File: config.mk
export PLATFORM = sky130hd
export DESIGN_NAME = md_issue_ctrl
export DESIGN_NICKNAME = d
export VERILOG_FILES = /design/src/rtl/md_issue_ctrl_pkg.sv /design/src/rtl/md_lat_watch.sv /design/src/rtl/md_issue_ctrl.sv
export SDC_FILE = /design/constraint.sdc
export NUM_CORES = 1
export LEC_CHECK = 0
export CAP_MARGIN = 20
export CORE_AREA = 2 2 96 98
export DETAILED_ROUTE_END_ITERATION = 10
export DIE_AREA = 0 0 98 100
export PLACE_DENSITY_LB_ADDON = 0.3
export SYNTH_ARGS = -nofsm -noshare
export SYNTH_HDL_FRONTEND = slang
export SYNTH_SLANG_ARGS = --single-unit
File: constraint.sdc
create_clock -name clk -period 5.1 [get_ports clk]
set_input_delay 0.51 -clock clk [delete_from_list [all_inputs] [get_ports clk]]
set_output_delay 0.51 -clock clk [all_outputs]
set_load 0.05 [all_outputs]
File: src/rtl/md_issue_ctrl_pkg.sv
// Shared op codes, ALU op constants and controller state for the MD issue path.
package md_issue_ctrl_pkg;

  typedef enum logic [2:0] {
    MD_NONE  = 3'd0,
    MD_MULT  = 3'd1,
    MD_MULTU = 3'd2,
    MD_DIV   = 3'd3,
    MD_DIVU  = 3'd4,
    MD_MTHI  = 3'd5,
    MD_MTLO  = 3'd6,
    MD_MFX   = 3'd7
  } md_op_e;

  localparam logic [5:0] ALU_MUL  = 6'h18;
  localparam logic [5:0] ALU_MULU = 6'h19;
  localparam logic [5:0] ALU_DIV  = 6'h1a;
  localparam logic [5:0] ALU_DIVU = 6'h1b;

  typedef enum logic {
    ST_IDLE = 1'b0,
    ST_WAIT = 1'b1
  } md_state_e;

  function automatic logic is_muldiv(md_op_e op);
    return (op == MD_MULT) || (op == MD_MULTU) || (op == MD_DIV) || (op == MD_DIVU);
  endfunction

  function automatic logic is_div(md_op_e op);
    return (op == MD_DIV) || (op == MD_DIVU);
  endfunction

  function automatic logic [5:0] md_aluop(md_op_e op);
    case (op)
      MD_MULT:  return ALU_MUL;
      MD_MULTU: return ALU_MULU;
      MD_DIV:   return ALU_DIV;
      MD_DIVU:  return ALU_DIVU;
      default:  return 6'd0;
    endcase
  endfunction

endpackage

File: src/rtl/md_lat_watch.sv
// Tracks one in-flight MD operation and flags busy windows that are too short or too long.
module md_lat_watch
  import md_issue_ctrl_pkg::*;
#(
  parameter int MUL_LAT = 5,
  parameter int DIV_LAT = 10,
  parameter int TIMEOUT = 16
) (
  input  logic clk,
  input  logic reset,
  input  logic start_i,
  input  logic is_div_i,
  input  logic busy_i,
  output logic inflight_o,
  output logic timeout_o
);

  localparam int CW = $clog2(TIMEOUT + 1);
  localparam logic [CW-1:0] TMO_C = CW'(TIMEOUT);
  localparam logic [CW-1:0] MUL_C = CW'(MUL_LAT);
  localparam logic [CW-1:0] DIV_C = CW'(DIV_LAT);

  md_state_e     state_q, state_d;
  logic [CW-1:0] cnt_q, cnt_d;
  logic [CW-1:0] lat_q, lat_d;
  logic [CW-1:0] cnt_now;
  logic          tmo_q, tmo_d;

  // cnt_q holds completed WAIT cycles, so cnt_now is the position of the current cycle after start.
  assign cnt_now = (cnt_q >= TMO_C) ? TMO_C : cnt_q + 1'b1;

  always_ff @(posedge clk) begin
    if (reset) begin
      state_q <= ST_IDLE;
      cnt_q   <= '0;
      lat_q   <= '0;
      tmo_q   <= 1'b0;
    end else begin
      state_q <= state_d;
      cnt_q   <= cnt_d;
      lat_q   <= lat_d;
      tmo_q   <= tmo_d;
    end
  end

  always_comb begin
    state_d = state_q;
    cnt_d   = cnt_q;
    lat_d   = lat_q;
    tmo_d   = tmo_q;
    case (state_q)
      ST_IDLE: begin
        if (start_i) begin
          state_d = ST_WAIT;
          lat_d   = is_div_i ? DIV_C : MUL_C;
          cnt_d   = '0;
        end
      end
      ST_WAIT: begin
        if (start_i) begin
          // Restart while a previous op is still tracked: protocol error, track the new one.
          tmo_d = 1'b1;
          lat_d = is_div_i ? DIV_C : MUL_C;
          cnt_d = '0;
        end else if (!busy_i) begin
          state_d = ST_IDLE;
          cnt_d   = '0;
          if (cnt_now != lat_q + 1'b1) tmo_d = 1'b1;
        end else if (cnt_now == TMO_C) begin
          state_d = ST_IDLE;
          cnt_d   = '0;
          tmo_d   = 1'b1;
        end else begin
          cnt_d = cnt_now;
        end
      end
      default: state_d = ST_IDLE;
    endcase
  end

  assign inflight_o = (state_q == ST_WAIT);
  assign timeout_o  = tmo_q;

endmodule

File: src/rtl/md_issue_ctrl.sv
// E-stage issue controller for the multiply/divide unit: start/HI-LO write decode, D stall, mfhi/mflo mux.
module md_issue_ctrl
  import md_issue_ctrl_pkg::*;
#(
  parameter int MUL_LAT = 5,
  parameter int DIV_LAT = 10,
  parameter int TIMEOUT = 16
) (
  input  logic        clk,
  input  logic        reset,
  input  logic        req,
  input  logic        e_valid,
  input  logic [2:0]  e_op,
  input  logic [31:0] e_rs,
  input  logic [31:0] e_rt,
  input  logic        e_rd_hi,
  input  logic        d_md_use,
  input  logic        md_busy,
  input  logic [31:0] md_HI,
  input  logic [31:0] md_LO,
  output logic        md_start,
  output logic        md_hilowe,
  output logic        md_hilo_A3,
  output logic [5:0]  md_ALUop,
  output logic [31:0] md_rs,
  output logic [31:0] md_rt,
  output logic [31:0] md_rdata,
  output logic        stall_md,
  output logic        inflight,
  output logic        timeout
);

  md_op_e op;
  logic   iss;

  assign op  = md_op_e'(e_op);
  assign iss = e_valid & ~req;

  assign md_start   = iss & is_muldiv(op);
  assign md_ALUop   = md_aluop(op);
  assign md_hilowe  = iss & ((op == MD_MTHI) | (op == MD_MTLO));
  assign md_hilo_A3 = (op == MD_MTLO);
  assign md_rs      = e_rs;
  assign md_rt      = e_rt;

  // Straight from the unit's registers; an in-flight result is not bypassed.
  assign md_rdata = e_rd_hi ? md_HI : md_LO;

  // Busy only rises the cycle after start, so the start cycle stalls on md_start itself.
  assign stall_md = d_md_use & (md_start | md_busy | inflight);

  md_lat_watch #(
    .MUL_LAT (MUL_LAT),
    .DIV_LAT (DIV_LAT),
    .TIMEOUT (TIMEOUT)
  ) u_lat_watch (
    .clk        (clk),
    .reset      (reset),
    .start_i    (md_start),
    .is_div_i   (is_div(op)),
    .busy_i     (md_busy),
    .inflight_o (inflight),
    .timeout_o  (timeout)
  );

endmodule

Yosys cells after proc, flatten, opt, wreduce, memory -nomap -nowiden
Index checks and enable logic that the tools add are counted.
{"block": "totals", "ff_bits": 12, "inputBits": 138, "output_inout_bits": 108, "wordCells": 51}
{"block": "op_classes", "n_addsub": 2, "n_lt_le_gt_ge": 1, "n_eq_ne": 10, "n_mux": 19, "bitwise_logic": 9, "n_reduce_logical": 6}
{"op": "two-way mux 32 bit", "n": 1}
{"op": "two-way mux 5 bit", "n": 6}
{"op": "one-hot mux 5 bit (4 select lines)", "n": 1}
{"op": "adder 5 x 1 -> 5 bit, second input constant", "n": 2}
{"op": "one-hot mux 5 bit (2 select lines)", "n": 1}
{"op": "equality test 3 bit, second input constant", "n": 3}
{"op": "two-way mux 1 bit", "n": 8}
{"op": "equality test 3 x 2 -> 1 bit, second input constant", "n": 2}
{"op": "equality test 5 bit, second input constant", "n": 1}
{"op": "greater-or-equal comparator 5 bit, second input constant", "n": 1}
{"op": "!= test 5 bit", "n": 1}
{"op": "bitwise AND 1 bit", "n": 4}
{"op": "logical OR 1 bit", "n": 4}
{"op": "two-way mux 4 bit", "n": 1}
{"op": "equality test 3 x 1 -> 1 bit, second input constant", "n": 1}
{"op": "!= test 3 x 1 -> 1 bit, second input constant", "n": 1}
{"op": "OR 1 bit", "n": 3}
{"op": "AND reduction 3 bit", "n": 1}
{"op": "nonzero test 3 bit", "n": 1}
{"op": "!= test 2 bit, second input constant", "n": 1}
{"op": "NOT 1 bit", "n": 2}
{"op": "one-hot mux 1 bit (2 select lines)", "n": 1}

Logic depth before layout (Yosys ltp)
{"block": "depth", "depth_word": 8, "mapped_depth": 8, "ltp_nobuf": 7}

Hierarchy
Synthesis repeated with hierarchy kept, for this count alone.
{"block": "hier_totals", "cells_unflattened": 191, "hier_area_um2": 1631.6}
{"module": "md_issue_ctrl", "n_inst": 1, "cells_per_inst": 120, "area_each_um2": 1046.0, "seq_area_each_um2": 0.0}
{"module": "md_lat_watch", "n_inst": 1, "cells_per_inst": 71, "area_each_um2": 585.6, "seq_area_each_um2": 180.2}

Worst setup path before layout
OpenSTA, ideal clock, no wires.
{"block": "synth_path", "kind": "input to output", "from": "input e_op[1]", "to": "output md_ALUop[1]", "arrival_time_ps": 1767, "t_required_ps": 4590, "path_slack_ps": 2823, "path_stages": 3, "n_path_buf": 1, "path_cell_list": "buf_6 > nand2_1 > o21ai_0"}
{"block": "synth_between", "elab_chain_len": 2, "word_cells_on_any_way": 5, "classes_between": "eq/ne: 4; mux: 1"}
{"element": "start: declaration", "line": "md_issue_ctrl.sv:13", "text": "input logic [2:0] e_op,"}
{"element": "equality test 3 bit, or another cell as far along", "line": "md_issue_ctrl_pkg.sv:34", "text": "case (op)"}
{"element": "one-hot mux 5 bit (4 select lines) (*)", "line": "md_issue_ctrl_pkg.sv:34"}
{"element": "end: declaration", "line": "md_issue_ctrl.sv:24", "text": "output logic [5:0] md_ALUop,"}
Mark *: on every way between the ends. The rest lies on a longest branch, timed or not.

Worst setup path in the final report
{"block": "layout_path", "from": "input e_op[2]", "to": "output stall_md"}
{"block": "layout_between", "elab_chain_len": 8, "word_cells_on_any_way": 11, "classes_between": "eq/ne: 4; bitwise: 4; reduce/logical: 3"}
{"element": "equality test 3 x 1 -> 1 bit or equality test 3 x 2 -> 1 bit (tied branches)", "line": "md_issue_ctrl_pkg.sv:26", "text": "return (op == MD_MULT) || (op == MD_MULTU) || (op == MD_DIV) || (op == MD_DIVU);"}
{"element": "logical OR 1 bit (2 in a row)", "line": "md_issue_ctrl_pkg.sv:26"}
{"element": "logical OR 1 bit (*)", "line": "md_issue_ctrl_pkg.sv:26"}
{"element": "bitwise AND 1 bit (*)", "line": "md_issue_ctrl.sv:39", "text": "assign md_start = iss & is_muldiv(op);"}
{"element": "OR 1 bit (*) (2 in a row)", "line": "md_issue_ctrl.sv:50", "text": "assign stall_md = d_md_use & (md_start | md_busy | inflight);"}
{"element": "bitwise AND 1 bit (*)", "line": "md_issue_ctrl.sv:50"}
{"element": "end: declaration", "line": "md_issue_ctrl.sv:28", "text": "output logic stall_md,"}
Marked as above.

==> results_dict.tcl <==
set metrics [dict create \
    status "finished clean" \
    drt-total-wl_mm 5.415 \
    fillers 963 \
    synth_edf_count 0 \
    vias_per_cell 4.187 \
    cts_num_sinks 9 \
    insertion_delay_ns 0.23 \
    postSynth.asyncResetShare_pct 0 \
    area_delta_synth_final_pct 51.51 \
    ys_ff_latch 9 \
    worst_clock_skew_ns 0.001788 \
    drive_above_1_share_pct 15.70 \
    final-hold-violation-count 0 \
    min_period_ns 3.143 \
    pwr-share-clk_pct 20.1 \
    drtIter0Drc 13 \
    power_density_nw_per_um2 172.5 \
    rsz0062_at_grt "false" \
    routabilityCongestion 0.8485 \
    ant_nets 0 \
    yosysUniqueCellTypes 42 \
    ir_drop_uv 101.6 \
    rows 35 \
    maxCapViolCount 0 \
    critical_path_required_ns 4.59 \
    syn_inst 194 \
    r2r_start "u_lat_watch.cnt_q[0]$_SDFFE_PP0P_" \
    stdcell_area_um2 2392 \
    holdPathEnd "u_lat_watch.cnt_q[1]$_SDFFE_PP0P_" \
    p_sw_mw 0.1696 \
    p_total_mw 0.4127 \
    firstDrtPassIters 4 \
    dp_hpwl_mm 4.506 \
    worstHoldPathType "register to register" \
    ys_top_cells_by_count "67 x buf_4, 29 x mux2_2, 10 x nor2_1" \
    whs_path_depth 2 \
    ios 246 \
    hp-start "u_lat_watch.cnt_q[1]$_SDFFE_PP0P_" \
    path_cells "clkdlybuf4s50_1 -> or3_1 -> and2_4 -> nand2_8 -> inv_4 -> o31a_1 -> clkdlybuf4s50_1" \
    synth.most_common_cell "buf_4" \
    pre_cts_ws_ns 1.957 \
    vias 1478 \
    synthTopCellsByArea "buf_4 32%, mux2_2 21%, dfxtp_1 11%" \
    grt_max_degree 33 \
    criticalPathCategory "input pin to primary output" \
    fin_nets 386 \
    grt_antenna_before_repair 0 \
    comb_power_share_pct 61.8 \
    clockBufferDepth 2 \
    rrSetupSlack_ns 3.11 \
    critPathArrivalTime_ns 2.63 \
    finalNonFillerCells 353 \
    fmax_ghz 0.3182 \
    slowest_delay_ns 0.70 \
    r2r_cells 7 \
    core_um2 8890 \
    grt_pass1_vias 1424 \
    tritoncts "done" \
    die-area_um2 9800 \
    final-setup-viol-count 0 \
    swShare_pct 41.09 \
    multi_input_area_um2 840.8 \
    fin_util_pct 26.91 \
    netlist_area_um2 1579 \
    placed_area_um2 2347 \
    fin_crit_sh_pct 61.62 \
    syn_area_per_cell_um2 8.139 \
    intPower_mw 0.2431 \
    cp-end-kind "primary output" \
    yosysTopAreaCell "buf_4" \
    crit_path_start "e_op[2]" \
    whs_ns 0.5178 \
    ys.flop_type "dfxtp_1" \
    maxSlewHeadroom_pct 60.92 \
    drv_slew 0 \
    critPathLaunchType "input pin" \
    portBuffers 115 \
    seqCellArea_um2 180.2 \
    die_h_um 100 \
    die_x_um 98 \
    grt_pass1_wl_mm 7.741 \
    slowest_stage "clkdlybuf4s50_1" \
    worst_slew_pin_slew_ns 0.5844 \
    cts_setup_buffers 0 \
    p_seq_share_pct 18.2 \
    cpMostUsedCell "clkdlybuf4s50_1" \
    synth_top_area_share_pct 31.85 \
    diodes 0 \
    cts_hold_buf 0 \
    critPathBufInv 3 \
    cp_top_family "buffers and inverters" \
    routedWlPerCell_um 15.34 \
    final.setup.tns_ns 0 \
    cp_max_fo 7 \
    clkTransAtPathRegs_ns 0.04 \
    power_leakage_nw 0.8596 \
    cts_buffers 3 \
    r2r-end "u_lat_watch.timeout_o$_SDFFE_PP0P_" \
    initial_utilization_pct 17.76 \
    worst_slack_ns 1.957 \
    clockRootBuffer "clkbuf_8" \
    seq_area_frac_synth_pct 11.41 \
    dp_cells 349 \
    ys.warnings.count 0 \
    h-tree-depth 1 \
    drc_errors 0 \
    cts_resized 0 \
    grt_remaining_overflow 0 \
    grtUsageTotal_pct 10.14 \
]
-- worst max path at each step --
stage,endpoint,cells after the start,slack [ns]
after global routing,stall_md,7,1.88
final,stall_md,7,1.96
after CTS,stall_md,7,1.95
after detailed placement,stall_md,7,1.96
after global placement,stall_md,7,1.97
after floorplan,md_ALUop[1],3,2.82
-- per-layer routing --
metal	wire, um	vias up	global-route usage [%]
met5	0	-	0
met4	99	0	4.380
met3	637	10	3.621
met2	2612	116	18.39
met1	2066	670	10.58
li1	-	682	-
-- cell families (layout without fill, tap and decap cells) --
group           count (synthesis)  after routing  synth area share, %
simple gates                   38             38                13.55
other cells                     1              2               0.2375
mux                            32             32                22.82
buf+inv                        80            127                35.58
flops                           9              9                11.41
fa+ha+maj                       5              5                3.962
compound gates                 23             23                9.114
xor+xnor                        6              6                3.328
-- power groups by stage --
stage / logic [mW] / registers (mW) / clock network [mW]
CTS: 0.257 / 0.0749 / 0.0866
global route: 0.265 / 0.0750 / 0.0906
floorplan: 0.277 / 0.0775 / 0
finish: 0.255 / 0.0750 / 0.0828
global placement: 0.255 / 0.0762 / 0
detailed placement: 0.255 / 0.0763 / 0
-- final cells by class --
cell class	instances	share of cell area, %
flip-flops and latches	9	7.531
well taps	111	5.805
multi-input cells	106	35.15
clock buffers	4	1.883
inverters	7	1.203
repair buffers	116	48.43
-- state kept, by name, summed over array words and instances, names as in the netlist --
signal	flops
u_lat_watch.lat_q	2
u_lat_watch.cnt_q	5
u_lat_watch.timeout_o	1
u_lat_watch.inflight_o	1
-- placed cells by master (no fill, tap or decap), types with 2 or more instances in the layout --
master,n
o31a_1,2
conb_1,2
nand2_1,8
mux2_2,29
mux2_1,3
nor2_1,10
nand3_1,3
nor3b_1,2
nor4_1,2
a21oi_1,8
a31oi_1,2
clkdlybuf4s50_1,115
xnor2_1,4
clkbuf_8,3
inv_1,5
o21ai_0,4
xor2_1,2
ha_1,5
dfxtp_1,9
or2_1,2
-- worst reg2reg max path: cells and delay by family, from the launching register on --
| family | cells | cell delay [ns] |
|---|---|---|
| AOI/OAI and AO/OA | 3 | 0.62 |
| DFF | 1 | 0.46 |
| adders and majority gates | 1 | 0.37 |
| and+or+nand+nor | 1 | 0.17 |
| xor gates and xnor gates | 1 | 0.16 |
| buffers and inverters | 1 | 0.08 |
(Power assumes the default switching activity.)
